### config.mk
export PLATFORM = sky130hd
export DESIGN_NAME = mul_seq_ctrl_flat
export DESIGN_NICKNAME = d
export VERILOG_FILES = /design/src/rtl/mul_seq_ctrl_if.sv /design/src/rtl/mul_seq_ctrl.sv /design/src/flat_wrapper.sv
export SDC_FILE = /design/constraint.sdc
export NUM_CORES = 1
export LEC_CHECK = 0
export CAP_MARGIN = 15
export CORE_ASPECT_RATIO = 0.6
export CORE_MARGIN = 2
export CORE_UTILIZATION = 45
export DETAILED_ROUTE_END_ITERATION = 10
export DONT_BUFFER_PORTS = 1
export PLACE_DENSITY = 0.57
export SYNTH_ARGS = -nofsm -noshare
export SYNTH_HDL_FRONTEND = slang
export SYNTH_SLANG_ARGS = --single-unit
### constraint.sdc
create_clock -name clk_i -period 14.5 [get_ports clk_i]
set_input_delay 2.9 -clock clk_i [delete_from_list [all_inputs] [get_ports clk_i]]
set_output_delay 2.9 -clock clk_i [all_outputs]
set_load 0.005 [all_outputs]
### src/rtl/mul_seq_ctrl_if.sv
// Handshake and operand bundle between the execute stage and the multiply sequencer.
// The execute stage drives operands and control; the sequencer returns stall, done and product.
interface mul_seq_ctrl_if #(
   parameter int WIDTH = 32
);
   logic             start_i;
   logic [3:0]       alu_ctrl_i;
   logic             flush_i;
   logic [WIDTH-1:0] src1_i;
   logic [WIDTH-1:0] src2_i;
   logic             stall_o;
   logic             done_o;
   logic [WIDTH-1:0] result_o;

   modport master (
      output start_i, alu_ctrl_i, flush_i, src1_i, src2_i,
      input  stall_o, done_o, result_o
   );

   modport slave (
      input  start_i, alu_ctrl_i, flush_i, src1_i, src2_i,
      output stall_o, done_o, result_o
   );
endinterface

### src/rtl/mul_seq_ctrl.sv
// Iterative shift-add multiplier sequencer: stalls the pipeline for a MUL, retires one
// multiplier bit per cycle and pulses done with the low WIDTH bits of the product.
module mul_seq_ctrl #(
   parameter int WIDTH = 32,
   parameter int CNT_W = 6
) (
   input logic           clk_i,
   input logic           rst_i,
   mul_seq_ctrl_if.slave bus
);

   localparam logic [1:0]       IDLE     = 2'b00;
   localparam logic [1:0]       RUN      = 2'b01;
   localparam logic [1:0]       DONE     = 2'b10;
   localparam logic [3:0]       ALU_MUL  = 4'b0011;
   localparam logic [CNT_W-1:0] LAST_CNT = CNT_W'(WIDTH - 1);

   logic [1:0]       state_r,  state_nxt_s;
   logic [WIDTH-1:0] acc_r,    acc_nxt_s;
   logic [WIDTH-1:0] mcand_r,  mcand_nxt_s;
   logic [WIDTH-1:0] mplier_r, mplier_nxt_s;
   logic [CNT_W-1:0] cnt_r,    cnt_nxt_s;
   logic [WIDTH-1:0] result_r, result_nxt_s;
   logic [WIDTH-1:0] acc_step_s;
   logic             is_mul_s;
   logic             launch_s;

   assign is_mul_s   = bus.start_i & (bus.alu_ctrl_i == ALU_MUL);
   assign launch_s   = is_mul_s & ~bus.flush_i;
   assign acc_step_s = mplier_r[0] ? (acc_r + mcand_r) : acc_r;

   // Stall must assert in the decode cycle itself, so it is decoded combinationally.
   assign bus.stall_o  = ((state_r == IDLE) & launch_s) | (state_r == RUN);
   assign bus.done_o   = (state_r == DONE);
   assign bus.result_o = result_r;

   // Next-state and datapath update for the three-state sequencer.
   always_comb begin
      state_nxt_s  = state_r;
      acc_nxt_s    = acc_r;
      mcand_nxt_s  = mcand_r;
      mplier_nxt_s = mplier_r;
      cnt_nxt_s    = cnt_r;
      result_nxt_s = result_r;
      case (state_r)
         IDLE: begin
            if (launch_s) begin
               state_nxt_s  = RUN;
               acc_nxt_s    = {WIDTH{1'b0}};
               mcand_nxt_s  = bus.src1_i;
               mplier_nxt_s = bus.src2_i;
               cnt_nxt_s    = {CNT_W{1'b0}};
            end else begin
               state_nxt_s = IDLE;
            end
         end
         RUN: begin
            if (bus.flush_i) begin
               state_nxt_s = IDLE;
            end else begin
               acc_nxt_s    = acc_step_s;
               mcand_nxt_s  = {mcand_r[WIDTH-2:0], 1'b0};
               mplier_nxt_s = {1'b0, mplier_r[WIDTH-1:1]};
               cnt_nxt_s    = cnt_r + {{(CNT_W-1){1'b0}}, 1'b1};
               // The last multiplier bit is folded straight into the published result.
               if (cnt_r == LAST_CNT) begin
                  state_nxt_s  = DONE;
                  result_nxt_s = acc_step_s;
               end else begin
                  state_nxt_s = RUN;
               end
            end
         end
         DONE: begin
            state_nxt_s = IDLE;
         end
         default: begin
            state_nxt_s = IDLE;
         end
      endcase
   end

   // State and datapath registers.
   always_ff @(posedge clk_i or posedge rst_i) begin
      if (rst_i) begin
         state_r  <= IDLE;
         acc_r    <= {WIDTH{1'b0}};
         mcand_r  <= {WIDTH{1'b0}};
         mplier_r <= {WIDTH{1'b0}};
         cnt_r    <= {CNT_W{1'b0}};
         result_r <= {WIDTH{1'b0}};
      end else begin
         state_r  <= state_nxt_s;
         acc_r    <= acc_nxt_s;
         mcand_r  <= mcand_nxt_s;
         mplier_r <= mplier_nxt_s;
         cnt_r    <= cnt_nxt_s;
         result_r <= result_nxt_s;
      end
   end

endmodule

### src/flat_wrapper.sv
// flat-port wrapper written by rule: the top's interface ports become plain ports
module mul_seq_ctrl_flat 
#(
   parameter int WIDTH = 32,
   parameter int CNT_W = 6
)
  (clk_i, rst_i, bus_start_i, bus_alu_ctrl_i, bus_flush_i, bus_src1_i, bus_src2_i, bus_stall_o, bus_done_o, bus_result_o);
  mul_seq_ctrl_if #(.WIDTH(WIDTH)) bus_i ();
  input logic clk_i;
  input logic rst_i;
  input wire logic [$bits(bus_i.start_i)-1:0] bus_start_i;
  input wire logic [$bits(bus_i.alu_ctrl_i)-1:0] bus_alu_ctrl_i;
  input wire logic [$bits(bus_i.flush_i)-1:0] bus_flush_i;
  input wire logic [$bits(bus_i.src1_i)-1:0] bus_src1_i;
  input wire logic [$bits(bus_i.src2_i)-1:0] bus_src2_i;
  output wire logic [$bits(bus_i.stall_o)-1:0] bus_stall_o;
  output wire logic [$bits(bus_i.done_o)-1:0] bus_done_o;
  output wire logic [$bits(bus_i.result_o)-1:0] bus_result_o;
  assign bus_i.start_i = bus_start_i;
  assign bus_i.alu_ctrl_i = bus_alu_ctrl_i;
  assign bus_i.flush_i = bus_flush_i;
  assign bus_i.src1_i = bus_src1_i;
  assign bus_i.src2_i = bus_src2_i;
  assign bus_stall_o = bus_i.stall_o;
  assign bus_done_o = bus_i.done_o;
  assign bus_result_o = bus_i.result_o;
  mul_seq_ctrl #(.WIDTH(WIDTH), .CNT_W(CNT_W)) u_core (.clk_i(clk_i), .rst_i(rst_i), .bus(bus_i));
endmodule
# Yosys cells after proc, flatten, opt, wreduce, memory -nomap -nowiden
# Index checks and enable logic that the tools add are counted.
# totals
reg_bits	136
out_inout_bits	34
word_cells	40
# op_classes
addsub	2
eq_ne	6
n_mux	17
bitwise_logic	5
reduce_logical	4
# op_table
operator	n
32-bit two-way mux	7
32-bit one-hot mux with 2 select lines	3
32-bit adder	1
6-bit two-way mux	2
6-bit one-hot mux with 2 select lines	1
6-bit by 1-bit adder with 6-bit output, second input constant	1
6-bit by 5-bit equality test with 1-bit output, second input constant	1
3-bit AND reduction	2
4-bit by 2-bit equality test with 1-bit output, second input constant	1
2-bit two-way mux	2
2-bit one-hot mux with 2 select lines	1
1-bit bitwise AND	3
2-bit by 1-bit equality test with 1-bit output, second input constant	1
2-bit equality test, second input constant	1
2-bit zero test	1
2-bit by 1-bit inequality test with 1-bit output, second input constant	1
2-bit inequality test, second input constant	1
2-bit nonzero test	1
1-bit two-way mux	1
1-bit NOT	1
1-bit OR	1

# Longest topological paths before layout
# depth
depth_word	5
depth_mapped	12
mapped_depth_nobuf	12

# Worst setup path before layout
# No wires, ideal clock.
# synth_path
kind	input to output
start	input bus_alu_ctrl_i[3]
end	output bus_stall_o
arrival_ps	3692
required_ps	11600
setup_slack_ps	7908
stages	5
n_path_buf	0
path_cell_list	nor2_1 nand4_1 nor4_1 inv_1 nand2_1
# synth_via
elab_chain_len	5
# synth_lines
item	line_no	text
start, declared	flat_wrapper.sv:12	input wire logic [$bits(bus_i.alu_ctrl_i)-1:0] bus_alu_ctrl_i;
4-bit by 2-bit equality test with 1-bit output	mul_seq_ctrl.sv:28	assign is_mul_s = bus.start_i & (bus.alu_ctrl_i == ALU_MUL);
1-bit bitwise AND	mul_seq_ctrl.sv:28	
1-bit bitwise AND	mul_seq_ctrl.sv:29	assign launch_s = is_mul_s & ~bus.flush_i;
1-bit bitwise AND	mul_seq_ctrl.sv:33	assign bus.stall_o = ((state_r == IDLE) & launch_s) | (state_r == RUN);
1-bit OR	mul_seq_ctrl.sv:33	
end, declared	flat_wrapper.sv:16	output wire logic [$bits(bus_i.stall_o)-1:0] bus_stall_o;
# No other way between the ends.

# Final worst setup path
# Ends and elaborated chain as after synthesis.

==> impl_metrics.ini <==
[run_status]
run_status = complete, no violations

[clock_tree]
cts_tree = yes
cts_buffer_depth = 2
holdBufCountCts = 0
cts.clk_slew.worst_paths_ns = 0.06
postCtsResizedCells = 0
clk_latency_ns = 0.42
post-cts-setup-buffer-count = 0
root_buffer = clkbuf_16
htreeDepth = 4
numCtsBuffers = 17
cts_sinks = 136

[floorplan]
fp.dieW_um = 171.4
die_area_um2 = 17900
io_pins = 106
die_h_um = 104.4
initial_utilization = 0.4627
rows = 36
core_um2 = 16350

[sta]
max_freq_mhz = 146.5
finalCritPeriodShare = 0.4707
skew_ns = 0.007797
period_minus_slack_ns = 6.826
setup_viol = 0
tns_ns = 0
relSlewSlack = 0.3995
rsz0062_at_grt = false
timing.hold.ws_ns = 0.4802
maxSlewViolCount = 0
worst_pin_slew_ns = 0.8973
final-hold-violation-count = 0

[flow_run]
maxCapViolCount = 0

[critical_path]
worstSetupStartpoint = bus_alu_ctrl_i[3]
r2r-end = u_core.bus.result_o[30]
critPathLaunchType = input port
rr_startpoint = u_core.mcand_r[0]
critPathMaxFanout = 5
path_cells = nor2_1, nand4_1, nor4_1, inv_1, nand2_1
r2r_slack_ns = 10.89
cp_top_family = simple AND/OR/NAND/NOR gates
critPathKind = input port to output pin
cp_data_required_time_ns = 11.60
cp_num_cells = 5
cp.arrival_ns = 3.93
endpoint = bus_stall_o
cp-end-kind = output pin
critPathBufInv = 1
max_stage_delay_ns = 0.61
cp_slowest_cell = nor4_1
worst_r2r_path_depth = 12

[placement]
place_congestion = 0.8537
dp_cells = 968
dpl-instance-area_um2 = 7697
portBuffers = 0
place_hpwl_um = 12380

[grt]
grt_usage = 0.2104
grt_pass1_vias = 5397
grt_pass1_wl_um = 29350
overflow = 0
antenna_found_initial = 0
grt_max_degree = 97

[layout]
final_nets = 864
fillCellCount = 1488
diodes = 0
finalNonFillerCells = 999
final_area_um2 = 8262
layout-drive-gt1-share = 0.07263
syn_to_final_growth_pct = 9.195

[route]
wl_met3_um = 1141
dr.pass1.iters = 5
drt_wl_total_um = 17910
drc = 0
vias = 5597
wl_per_cell_um = 17.92
wl_met1_um = 9351
detail-route-antenna-nets = 0
drt_iter0_markers = 420
met2_length_um = 7264
highest_layer = met4
vias_per_cell = 5.603

[logic_synthesis]
yosysWarnings = 0
synth_simple_gate_area_frac = 0.1098
synth_fp_nets = 881
synthesis.area_um2 = 7566
yosys.area_share.adder = 0.05556
seq_area_frac_synth = 0.4498
synth_flop_cell = dfrtp_1
synth_compound_area_frac = 0.1966
ys_ff_latch = 136
synth_edf_count = 0
synth_cell_types = 56
netlist_instances = 776
async_flop_share = 1.000
syn_avg_cell_area_um2 = 9.750
synthMuxAreaShare = 0.1139
synth_xor_area_frac = 0.03357
synth_top_family_by_area = compound AO/OA/AOI/OAI gates

[power_and_ir_drop]
p_leak_nw = 4.207
ir_worst_vdd_mv = 0.07336
p_per_area_nw_per_um2 = 141.4

[worst_hold_path]
hold_path.class = flip-flop to flip-flop
==> cell usage after synthesis (5+ instances only) <==
master	n	share of area
and3_1	6	0.0050
a21oi_1	37	0.024
o21a_1	7	0.0069
a31oi_1	7	0.0058
xor2_1	9	0.010
xnor2_1	20	0.023
o21bai_1	7	0.0069
mux2i_1	85	0.11
buf_1	6	0.0030
o21ai_0	112	0.074
o21ai_1	5	0.0033
nand4_1	6	0.0050
nand3_1	9	0.0060
dfrtp_1	136	0.45
a21o_1	9	0.0089
nor2_1	28	0.014
nand2_1	123	0.061
clkbuf_1	30	0.015
ha_1	32	0.053
inv_1	18	0.0089
a22o_1	24	0.028
==> final cells by class <==
class,count,area [um2],share of cell area
well taps,228,285.3,0.03453
clock buffers,22,464.2,0.05619
inverters,19,76.32,0.009238
clock inverters,9,100.1,0.01212
repair buffers,7,52.55,0.006361
multi-input cells,578,3880,0.4696
flip-flops and latches,136,3403,0.4119
==> cell usage in the layout, fill, tap and decap left out, types with 4 or more instances in the layout <==
cell	count
nand2_1	122
clkbuf_16	17
clkinv_2	5
and3_1	6
o21ai_0	112
buf_4	7
inv_1	17
xor2_1	9
dfrtp_1	136
o21a_1	7
a21o_1	9
or3_1	4
nor3_1	4
a22o_1	24
a211oi_1	4
xnor2_1	20
nor2_1	28
a31oi_1	7
o21bai_1	7
a21oi_1	37
nand4_1	6
nand3_1	9
ha_1	32
mux2i_1	85
==> worst min path at each step <==
stage,start,end,slack (ns),depth (start not counted)
final,u_core.mplier_r[28],u_core.mplier_r[28],0.48,2
after global routing,u_core.acc_r[31],u_core.acc_r[31],0.51,1
after CTS,u_core.mplier_r[16],u_core.mplier_r[16],0.49,2
after detailed placement,u_core.mplier_r[16],u_core.mplier_r[16],0.47,2
after global placement,u_core.mplier_r[26],u_core.mplier_r[26],0.46,2
after floorplan,u_core.mplier_r[10],u_core.mplier_r[10],0.45,2
==> sequential cells by signal (all words and copies together), names as in the netlist <==
name,cells
u_core.mcand_r,32
u_core.state_r,2
u_core.acc_r,32
u_core.cnt_r,6
u_core.bus.result_o,32
u_core.mplier_r,32
==> layer usage <==
metal / vias to the layer above / GRT usage
li1: 2742 / -
met1: 2707 / 0.3218
met2: 135 / 0.2892
met3: 13 / 0.05860
met4: 0 / 0.05448
met5: - / 0
==> worst register-to-register path, cell delays in order (launching register included) <==
cell and delay, ns:
dfrtp_1 0.41, ha_1 0.26, fa_1 0.41, a21oi_1 0.27, o31ai_1 0.11, a21oi_1 0.30
o2111ai_1 0.17, o21ai_0 0.29, o21a_1 0.28, o21ai_0 0.15, a221oi_1 0.55, mux2i_1 0.25
nand2_1 0.06
==> report_power, final <==
group	leakage (nW)	total, W	switching [W]	internal (W)
clock network	0.276	0.000421	0.000162	0.000260
registers	1.81	0.000488	0.0000496	0.000438
logic	2.12	0.000259	0.000155	0.000104
==> per-stage QoR <==
stage	total power [W]	setup slack [ns]	util
floorplan	0.0006973	7.908	-
global placement	0.0007406	7.769	0.4708
detailed placement	0.0007506	7.722	0.4708
CTS	0.001178	7.714	0.5053
global route	0.001240	7.465	0.5053
finish	0.001168	7.674	0.5053
==> cell families (layout without fill, tap and decap cells) <==
kind of cell,Yosys count,after routing
fa+ha+maj,33,33
simple gates,194,194
compound gates,236,236
flops,136,136
mux,86,86
xor+xnor,29,29
buf+inv,62,57
(Power assumes the default switching activity.)
==> RTL change (same flow settings) <==
`WIDTH` is set to 32 in 3 places; all go to 64.
--- a/src/rtl/mul_seq_ctrl_if.sv
+++ b/src/rtl/mul_seq_ctrl_if.sv
@@ -1,7 +1,7 @@
 // Handshake and operand bundle between the execute stage and the multiply sequencer.
 // The execute stage drives operands and control; the sequencer returns stall, done and product.
 interface mul_seq_ctrl_if #(
-   parameter int WIDTH = 32
+   parameter int WIDTH = 64
 );
    logic             start_i;
    logic [3:0]       alu_ctrl_i;
--- a/src/rtl/mul_seq_ctrl.sv
+++ b/src/rtl/mul_seq_ctrl.sv
@@ -1,7 +1,7 @@
 // Iterative shift-add multiplier sequencer: stalls the pipeline for a MUL, retires one
 // multiplier bit per cycle and pulses done with the low WIDTH bits of the product.
 module mul_seq_ctrl #(
-   parameter int WIDTH = 32,
+   parameter int WIDTH = 64,
    parameter int CNT_W = 6
 ) (
    input logic           clk_i,
--- a/src/flat_wrapper.sv
+++ b/src/flat_wrapper.sv
@@ -1,7 +1,7 @@
 // flat-port wrapper written by rule: the top's interface ports become plain ports
 module mul_seq_ctrl_flat 
 #(
-   parameter int WIDTH = 32,
+   parameter int WIDTH = 64,
    parameter int CNT_W = 6
 )
   (clk_i, rst_i, bus_start_i, bus_alu_ctrl_i, bus_flush_i, bus_src1_i, bus_src2_i, bus_stall_o, bus_done_o, bus_result_o);
Ports: changed (resized bus_result_o, bus_src1_i and bus_src2_i); port bits go from 106 to 202. No check against the original RTL was run, so the function may have changed too.
==> RTL change against the unedited design <==
  * Setup slack improved by 0.019 ns
  * Sequential share of layout area is 0.61 points higher
  * Sequential cell count increased by 128
  * Area after synthesis rose by 93%
  * Routed wire length up 140%
  * Die area up 89%
  * Non-clock buffer count rose by 12
  * Final area grew 91%
  * Power is 96% higher
==> RTL change: results (changes against the unedited design) <==
[timing]
min_period_ns = 6.81  ; -0.0191 ns
tightest_slew_ns = 1.08  ; +0.183 ns
skew_ns = 0.0110  ; +0.00324 ns
holdWs_ns = 0.492  ; +0.0122 ns

[pwr]
p_int_mw = 1.52  ; +89%
p_sw_share_pct = 33.7  ; +2.3 points
p_seq_share_pct = 41.3  ; -0.5 points
vdd_ir_drop_max_v = 0.000107  ; +46%
p_leak_nw = 7.57  ; +80%
power_frac_comb_pct = 25.7  ; +3.5 points

[status]
status = finished, final reports clean

[logic_synthesis]
synth_commonest_cells = dfrtp_1, nand2_1, inv_1
synth.distinct_cells = 60  ; +7.1%
synth_area_leaders = dfrtp_1, a222oi_1, nand2_1

[grt]
grt_pass1_wl_um = 66700  ; +130%
grt_pass1_vias = 11100  ; +100%
met3_usage_pct = 6.28  ; +0.42 points
grt_max_degree = 90  ; -7.2%
met2_usage_pct = 33.9  ; +4.9 points
gr-usage-met1_pct = 39.7  ; +7.5 points
antenna_found_initial = 1  ; +1
gr-usage-all-layers_pct = 25.0  ; +4.0 points

[cts]
h-tree-depth = 1  ; -3
numCtsBuffers = 26  ; +9
clock_latency_ns = 0.57  ; +0.15 ns
clockBufferDepth = 3  ; +1

[detailed_routing]
first_iter_violations = 1549  ; +270%
first_pass_iters = 9  ; +4
met2WireLength_um = 17000  ; +130%
dr_total_vias = 12000  ; +120%
wl_met3_um = 3760  ; +230%
routedWlPerCell_um = 21.7  ; +21%
drt-met1-wl_um = 21400  ; +130%

[setup_path]
rr_worst_depth = 14  ; +2
crit_slowest_cell = buf_4
rrSetupSlack_ns = 10.10  ; -0.79 ns
worst_ep_arrival_time_ns = 3.91  ; -0.02 ns
crit_path_max_fanout = 16  ; +11
slowest_delay_ns = 0.30  ; -0.31 ns
worstReg2RegEnd = u_core.bus.result_o[62]

[finish]
final_net_count = 1744  ; +100%
drive_gt1_share_pct = 5.44  ; -1.8 points

[min_path]
min_from = u_core.mplier_r[29]
hold_end = u_core.mplier_r[29]

[place]
gp_congestion = 0.954  ; +12%
dp.final_hpwl_um = 30000  ; +140%
placed_cell_area_um2 = 14800  ; +93%

-- RTL change: area by class of cell --
class                      instances  area, um^2
clock buffer                      33         717
fill                            3001       15700
inverter                         132         503
sequential                       264        6610
multi-input combinational       1100        7080
tap                              416         520
clock inverter                    15         224
timing repair buffer              19         153
antenna                            1        2.50
-- RTL change: cells by family after synthesis --
| family | Yosys count | synth area share (%) |
|---|---|---|
| buffers and inverters | 246 | 6.35 |
| multiplexers | 42 | 2.89 |
| XOR/XNOR | 63 | 3.79 |
| AO/OA/AOI/OAI | 511 | 23.8 |
| flip-flops | 264 | 45.3 |
| adder cells (fa/ha/maj) | 65 | 5.63 |
| AND/OR/NAND/NOR | 419 | 12.2 |
-- RTL change: metrics by stage --
stage          instances  util [%]
6_report            1980      50.1
5_1_grt             1980      50.1
4_1_cts             1977      50.0
3_5_place_dp        1929      47.1
3_3_place_gp        1929      47.1
2_1_floorplan       1610         -
